### src/rtl/iter_shifter.sv
// Multi-cycle shifter: SLL/SRA/SRL/ROR applied STEP bits per cycle.
// Valid/ready on both sides; result register holds until consumed.
module iter_shifter #(
   parameter  int WIDTH   = 32,
   parameter  int STEP    = 4,
   localparam int SHAMT_W = $clog2(WIDTH)
) (
   input  logic               clk,
   input  logic               rst,
   input  logic               in_valid,
   output logic               in_ready,
   input  logic [WIDTH-1:0]   in,
   input  logic [SHAMT_W-1:0] shamt,
   input  logic [1:0]         alu,
   output logic               out_valid,
   input  logic               out_ready,
   output logic [WIDTH-1:0]   out,
   output logic               busy
);

   typedef enum logic [1:0] {
      S_IDLE,
      S_SHIFT,
      S_DONE
   } state_t;

   typedef enum logic [1:0] {
      M_SLL = 2'b00,
      M_SRA = 2'b01,
      M_SRL = 2'b10,
      M_ROR = 2'b11
   } mode_t;

   // STEP may equal WIDTH; the remaining count never exceeds WIDTH-1,
   // so the truncated STEP_LO is only selected when STEP < WIDTH.
   localparam logic [SHAMT_W:0]   STEP_M1 = (SHAMT_W+1)'(STEP - 1);
   localparam logic [SHAMT_W-1:0] STEP_LO = SHAMT_W'(STEP);

   state_t             state_q, state_d;
   mode_t              mode_q, mode_d;
   logic [WIDTH-1:0]   val_q, val_d;
   logic [WIDTH-1:0]   out_q, out_d;
   logic [SHAMT_W-1:0] rem_q, rem_d;
   logic [SHAMT_W-1:0] dist_c;
   logic [WIDTH-1:0]   shf_c;

   always_comb begin
      dist_c = rem_q;
      if ({1'b0, rem_q} > STEP_M1) begin
         dist_c = STEP_LO;
      end
   end

   // One constant-distance shifter per legal step, muxed by dist_c.
   always_comb begin
      shf_c = val_q;
      for (int k = 1; k <= STEP; k++) begin
         if (int'(dist_c) == k) begin
            unique case (mode_q)
               M_SLL: shf_c = val_q << k;
               M_SRA: shf_c = $signed(val_q) >>> k;
               M_SRL: shf_c = val_q >> k;
               M_ROR: shf_c = (val_q >> k) | (val_q << (WIDTH - k));
            endcase
         end
      end
   end

   always_comb begin
      state_d = state_q;
      mode_d  = mode_q;
      val_d   = val_q;
      out_d   = out_q;
      rem_d   = rem_q;
      unique case (state_q)
         S_IDLE: begin
            if (in_valid) begin
               val_d  = in;
               mode_d = mode_t'(alu);
               rem_d  = shamt;
               if (shamt == '0) begin
                  out_d   = in;
                  state_d = S_DONE;
               end else begin
                  state_d = S_SHIFT;
               end
            end
         end
         S_SHIFT: begin
            val_d = shf_c;
            rem_d = rem_q - dist_c;
            if (rem_q == dist_c) begin
               out_d   = shf_c;
               state_d = S_DONE;
            end
         end
         S_DONE: begin
            if (out_ready) begin
               state_d = S_IDLE;
            end
         end
         default: state_d = S_IDLE;
      endcase
   end

   always_ff @(posedge clk) begin
      if (rst) begin
         state_q <= S_IDLE;
         mode_q  <= M_SLL;
         val_q   <= '0;
         out_q   <= '0;
         rem_q   <= '0;
      end else begin
         state_q <= state_d;
         mode_q  <= mode_d;
         val_q   <= val_d;
         out_q   <= out_d;
         rem_q   <= rem_d;
      end
   end

   assign in_ready  = (state_q == S_IDLE);
   assign out_valid = (state_q == S_DONE);
   assign busy      = (state_q != S_IDLE);
   assign out       = out_q;

endmodule

### config.mk
export PLATFORM = sky130hd
export DESIGN_NAME = iter_shifter
export DESIGN_NICKNAME = d
export VERILOG_FILES = /design/src/rtl/iter_shifter.sv
export SDC_FILE = /design/constraint.sdc
export NUM_CORES = 1
export LEC_CHECK = 0
export BUFFER_PORTS_ARGS = -buffer_cell sky130_fd_sc_hd__buf_2
export CORE_ASPECT_RATIO = 1.75
export CORE_MARGIN = 8
export CORE_UTILIZATION = 30
export CTS_CLUSTER_DIAMETER = 200
export DETAILED_ROUTE_END_ITERATION = 10
export SYNTH_ARGS = -nofsm -noshare
export SYNTH_HDL_FRONTEND = slang
export SYNTH_SLANG_ARGS = --single-unit
export TNS_END_PERCENT = 100
### constraint.sdc
create_clock -name clk -period 5.1 [get_ports clk]
set_input_delay 0.255 -clock clk [delete_from_list [all_inputs] [get_ports clk]]
set_output_delay 0.255 -clock clk [all_outputs]
set_load 0.01 [all_outputs]
==> results of run 1 <==
## cell type report
class | instances | area, µm²
Clock buffer | 11 | 242.7
Clock inverter | 5 | 55.05
Fill cell | 1751 | 10200
Inverter | 10 | 37.54
Multi-Input combinational cell | 530 | 3045
Sequential cell | 73 | 1463
Tap cell | 189 | 236.5
Timing Repair Buffer | 85 | 445.4
## worst max-delay path, delay by kind of cell (launching register included)
family                 cells  cell delay, ns
buffers and inverters      1            0.47
AOI/OAI and AO/OA          1            0.37
DFF                        1            0.59
and+or+nand+nor            4            1.73
## per-stage QoR
stage / setup WS, ns / util / hold slack (ns) / total power, mW / std cells
final: 1.819 / 0.3514 / 0.1549 / 3.247 / 903
after global routing: 1.456 / 0.3514 / 0.1551 / 3.459 / 903
after global placement: 1.966 / 0.3325 / 0.4727 / 2.588 / 887
after CTS: 1.815 / 0.3514 / 0.1440 / 3.241 / 903
after floorplan: 3.035 / - / 0.3910 / 2.081 / 677
after detailed placement: 1.832 / 0.3325 / 0.4720 / 2.590 / 887
## flip-flops by register name, indices dropped and copies added (netlist names)
name and count:
out 32, val_q 32, rem_q 5, mode_q 2, state_q 2
## routing by layer
metal	up-vias	wire, µm	global-route usage	share of wire
met5	-	0	0	0
met3	72	886	0.02355	0.048
met4	0	889	0.1185	0.048
met2	257	9426	0.3078	0.51
met1	2579	7260	0.1867	0.39
li1	2584	-	-	-
## layout by cell type (no fill, tap or decap), types with 9 or more instances in the layout
cell and n:
sky130_fd_sc_hd__a31oi_1 26, sky130_fd_sc_hd__nand2_1 88, sky130_fd_sc_hd__a211oi_1 10, sky130_fd_sc_hd__a21oi_1 55
sky130_fd_sc_hd__o21ai_0 38, sky130_fd_sc_hd__dfxtp_1 72, sky130_fd_sc_hd__clkbuf_16 9, sky130_fd_sc_hd__o41ai_1 14
sky130_fd_sc_hd__nand2b_1 51, sky130_fd_sc_hd__o31ai_1 13, sky130_fd_sc_hd__inv_1 9, sky130_fd_sc_hd__buf_2 77
sky130_fd_sc_hd__nor2_1 78, sky130_fd_sc_hd__a21boi_0 9, sky130_fd_sc_hd__a311oi_1 25, sky130_fd_sc_hd__o22ai_1 63
## worst min path at each step
stage	from	end	slack [ns]	depth (start not counted)
2_1_floorplan	shamt[0]	rem_q[0]	0.39	2
3_3_place_gp	out[31]	out[31]	0.47	2
3_5_place_dp	out[14]	out[14]	0.47	2
4_1_cts	alu[0]	mode_q[0]	0.14	3
5_1_grt	alu[0]	mode_q[0]	0.16	3
6_report	alu[0]	mode_q[0]	0.15	3
## synthesized netlist by cell type, drive strengths merged (6+ instances only)
library cell  instances  area share
a211oi               10       0.016
a21boi                9       0.014
a21oi                55       0.058
a311oi               25       0.046
a31oi                26       0.034
buf                  18       0.018
clkbuf               46       0.036
dfxtp                73        0.31
inv                  10      0.0078
mux2                  7       0.016
nand2                88       0.069
nand2b               51       0.067
nor2                 80       0.063
nor3                  6      0.0063
o21ai                38       0.040
o22ai                63       0.082
o31ai                13       0.020
o41ai                14       0.026
## power groups by stage
stage,registers [mW],clock network (mW),logic (mW)
2_1_floorplan,0.940,0,1.14
6_report,1.03,0.640,1.58
5_1_grt,1.05,0.678,1.73
3_5_place_dp,1.03,0,1.56
3_3_place_gp,1.03,0,1.56
4_1_cts,1.02,0.656,1.57
## kinds of logic (layout without fill, tap and decap cells)
group / count (synthesis) / in the layout / synth area share
buffers and inverters: 74 / 111 / 0.06196
other: 1 / 1 / 0.0007836
adder cells (fa/ha/maj): 1 / 1 / 0.002614
AND/OR/NAND/NOR: 245 / 245 / 0.2348
multiplexers: 11 / 11 / 0.02484
flip-flops: 73 / 73 / 0.3054
AO/OA/AOI/OAI: 272 / 272 / 0.3697
==> results.toml, run 1 <==
[timing]
timing.final.crit_share = 0.6433
finalHoldViolCount = 0
grt_setup_unrepaired = "false"
clock_skew_ns = 0.008820
setup_violations = 0
fmax_mhz = 304.8
timing.max_slew.rel_slack = 0.2000
number_of_slew_limit_violations_in_the_final_report = 0
min_period_ns = 3.281
worst_slew_pin_slew_ns = 1.200
setup_tns_ns = 0

[synth]
ys_async_sr_fraction = 0
syn_avg_cell_area_um2 = 7.069
number_of_instances_in_the_synthesized_netlist = 677
synth.lib_cells_used.distinct = 49
synthesis.area_mm2 = 0.004786
yosysSeqAreaShare = 0.3054
number_of_synthesized_register_bits = 73
nets_in_the_synthesized_netlist = 721
synth_warnings = 0
synth-main-ff-cell = "sky130_fd_sc_hd__dfxtp_1"
number_of_flops_mapped_to_enable_cells_by_yosys = 0

[power_and_ir_drop]
power.sequential.fraction = 0.316
pwr_density_cell_mw_per_mm2 = 587.6
pwr-share-comb = 0.487
ir_worst_vdd_v = 0.0003547
power.net_switching_mw = 1.538
power.internal_mw = 1.709
power.switching_fraction = 0.4737
power.share.clock = 0.197
power.static_leakage_nw = 1.957

[setup_path]
arrival_ns = 3.52
worst_setup_path_startpoint = "state_q[1]"
rr_worst_depth = 6
rr_endpoint = "out[19]"
critical_path.max_fanout = 42
worstPathRequired_ns = 5.34
setup.worst_path.start_class = "flip-flop"
reg_to_reg_critical_path_startpoint = "state_q[1]"
regToRegSetupSlack_ns = 1.82
worst-setup-path-type = "flip-flop to flip-flop"
timing.critical_path.slowest_stage_cell = "sky130_fd_sc_hd__nand2b_1"
cpPeakStageDelay_ns = 0.70
critical_path.most_common_cell = "sky130_fd_sc_hd__nand2b_1"
setup.worst_path.end = "out[19]"
timing.critical_path.to_type = "flip-flop"
worstPathCellList = "nand2b_1 > nor3_1 > nor4_4 > buf_4 > nand2b_1 > o22ai_1"

[clock_tree]
htreeDepth = 3
clk_pin_slew_worst_paths_ns = 0.06
ctsResizeCount = 0
worst_skew_pair.late_latency_ns = 0.34
buffer_cell_driving_the_clock_tree_root = "sky130_fd_sc_hd__clkbuf_16"
clkSinkCount = 73
tritoncts.num_buffers = 9
clock_path_buffers = 2
tritoncts = "built"
post_cts.repair.setup_buffers = 0
hold_buffers = 0

[detailed_routing]
drt-pass1-iter-count = 5
wl_per_cell_um = 20.45
route.detailed.vias_per_inst = 6.082
detail_route.drc_violations = 0
antenna_violating_nets_post_route = 0
drt-total-wl_mm = 18.46
via_count = 5492
drt_first_iter_violations = 435

[place]
placed_cell_area_mm2 = 0.005228
routabilityCongestion = 0.9453
dpl.hpwl_mm = 12.84
port-buffer-count = 77

[cells_and_area]
nNetsFinal = 753
syn2layout_area_growth_pct = 15.45
final_layout_size_suffix_gt1_frac = 0.1639
antenna_cells_inserted = 0
fin_area_mm2 = 0.005525

[global_route]
antenna_found_initial = 0
pin_count_of_the_biggest_net_entering_global_routing = 44
grt_first_pass_wirelength_mm = 29.26
grt_util_all_layers = 0.1736
grt.overflow.total = 0
via_count_of_the_first_global_routing_pass = 5482

[floorplan]
fp.dieArea_mm2 = 0.02041
start_util = 0.3044
design.portCount = 78
die_height_um = 183.1
floorplan.die.width_um = 111.5
standard_cell_core_area_mm2 = 0.01572
standard_cell_row_count = 61

[flow_run]
max_cap_check_violation_count = 0

[status]
run_status = "finished clean"

[worst_hold_path]
hold_class = "primary input to flip-flop"
Note: power is estimated with default switching activity, not from simulation.
==> inputs of run 2 (changes only) <==
==> constraint.sdc (replaced) <==
create_clock -name clk -period 3.4 [get_ports clk]
set_input_delay 0.17 -clock clk [delete_from_list [all_inputs] [get_ports clk]]
set_output_delay 0.17 -clock clk [all_outputs]
set_load 0.01 [all_outputs]
==> run 2 against run 1 <==
  * Design area grew 1.1%
  * Sequential power rose by 49%
  * Maximum frequency rose by 29%
  * Sequential share of layout area is 0.29 points lower
  * Combinational power rose by 53%
  * Non-clock buffer count grew 12
  * Via count decreased by 0.25%
  * Largest power group unchanged
==> results.toml, run 2 (synthesis gave the netlist of run 1 again) <==
[status]
run_status = "finished clean"

[global_route]
via_count_of_the_first_global_routing_pass = 5491
grt_util_all_layers = 0.1714
pin_count_of_the_biggest_net_entering_global_routing = 44
grt.overflow.total = 0
antenna_found_initial = 0
grt_first_pass_wirelength_mm = 29.07

[clock_tree]
clock_path_buffers = 2
htreeDepth = 3
clkSinkCount = 73
hold_buffers = 0
tritoncts.num_buffers = 9
clk_pin_slew_worst_paths_ns = 0.06
buffer_cell_driving_the_clock_tree_root = "sky130_fd_sc_hd__clkbuf_16"
tritoncts = "built"
ctsResizeCount = 0
worst_skew_pair.late_latency_ns = 0.34
post_cts.repair.setup_buffers = 0

[setup_path]
crit_family = "compound AO/OA/AOI/OAI gates"
worst-setup-path-type = "flip-flop to flip-flop"
worstPathRequired_ns = 3.59
worstPathBufferInverterCount = 1
arrival_ns = 2.72
critical_path.max_fanout = 20
timing.critical_path.slowest_stage_cell = "sky130_fd_sc_hd__nand2b_1"
worstPathCellList = "nand2b_1 > buf_4 > a21oi_1 > o41ai_1 > a311oi_1"
setup.worst_path.start_class = "flip-flop"
cpPeakStageDelay_ns = 0.75
timing.critical_path.to_type = "flip-flop"

[detailed_routing]
detail_route.drc_violations = 0
route.detailed.vias_per_inst = 5.993
wl_per_cell_um = 19.74
drt-total-wl_mm = 18.04
antenna_violating_nets_post_route = 0
drt-pass1-iter-count = 5
via_count = 5478
drt_first_iter_violations = 461

[floorplan]
start_util = 0.3044
design.portCount = 78
floorplan.die.width_um = 111.5
die_height_um = 183.1
standard_cell_core_area_mm2 = 0.01572
standard_cell_row_count = 61
fp.dieArea_mm2 = 0.02041

[timing]
number_of_slew_limit_violations_in_the_final_report = 0
timing.final.crit_share = 0.7468
setup_violations = 0
grt_setup_unrepaired = "false"
clock_skew_ns = 0.007439
min_period_ns = 2.539
finalHoldViolCount = 0
fmax_mhz = 393.8
timing.max_slew.rel_slack = 0.3856
worst_slew_pin_slew_ns = 0.9216
setup_tns_ns = 0

[place]
routabilityCongestion = 0.9841
port-buffer-count = 77
placed_cell_area_mm2 = 0.005308
dpl.hpwl_mm = 13.05

[cells_and_area]
nNetsFinal = 765
ff_latch_area_mm2 = 0.001463
layout.cells.most_common = "sky130_fd_sc_hd__nand2_1"
nFillCells = 1741
finalCoreUtilization = 0.3553
final_layout_size_suffix_gt1_frac = 0.1738
total_area_of_multi_input_combinational_cells_mm2 = 0.003035
antenna_cells_inserted = 0
final_cell_mix = "88 x sky130_fd_sc_hd__nand2_1, 78 x sky130_fd_sc_hd__nor2_1, 77 x sky130_fd_sc_hd__buf_2"
fin_area_mm2 = 0.005587
syn2layout_area_growth_pct = 16.73

[power_and_ir_drop]
pwr_density_cell_mw_per_mm2 = 872.7
ir_worst_vdd_v = 0.0004943
p_total_mw = 4.875
power.static_leakage_nw = 2.003

[flow_run]
max_cap_check_violation_count = 0

[worst_hold_path]
hold_class = "primary input to flip-flop"
run 2: cell count changes in the layout (fill, tap and decap cells not counted), sizes merged:
| cell | before | now |
|---|---|---|
| buf | 85 | 97 |
| clkinvlp | 2 | 1 |
| clkinv | 2 | 1 |
| clkbuf | 11 | 12 |
run 2: power by group:
part           internal, mW  switching [mW]  leakage [nW]
clock network         0.564           0.362         0.133
logic                 0.893            1.53          1.27
registers              1.13           0.396         0.599
total                  2.59            2.29          2.00
run 2: worst paths after layout:
path	start	end	slack, ns	cells after the start
max	rem_q[1]	out[21]	0.86	5
min	alu[1]	mode_q[1]	0.09	3
max reg2reg	rem_q[1]	out[21]	0.86	5
min reg2reg	out[6]	out[6]	0.48	2
run 2: final cells by class:
cell class / instances / share of cell area
Sequential cell: 73 / 0.2618
Clock inverter: 3 / 0.007615
Tap cell: 189 / 0.04233
Inverter: 10 / 0.006719
Multi-Input combinational cell: 530 / 0.5433
Clock buffer: 12 / 0.04233
Timing Repair Buffer: 97 / 0.09586
run 2: per-layer routing:
layer	global-route usage	wire length [µm]
met1	0.1809	6962
met2	0.3092	9400
met3	0.02650	888
met4	0.1099	792
met5	0	0
run 2: stage by stage:
| step | hold slack, ns | setup slack [ns] | cells |
|---|---|---|---|
| floorplan | 0.3060 | 1.335 | 677 |
| global placement | 0.4477 | 0.9318 | 899 |
| detailed placement | 0.4554 | 0.9372 | 899 |
| CTS | 0.09732 | 0.9335 | 914 |
| global route | 0.1050 | 0.6642 | 914 |
| finish | 0.09280 | 0.8608 | 914 |
run 2: worst min-delay path, stage by stage:
cell,delay (ns)
sky130_fd_sc_hd__buf_2,0.10
sky130_fd_sc_hd__nand2_1,0.06
sky130_fd_sc_hd__a21oi_1,0.05
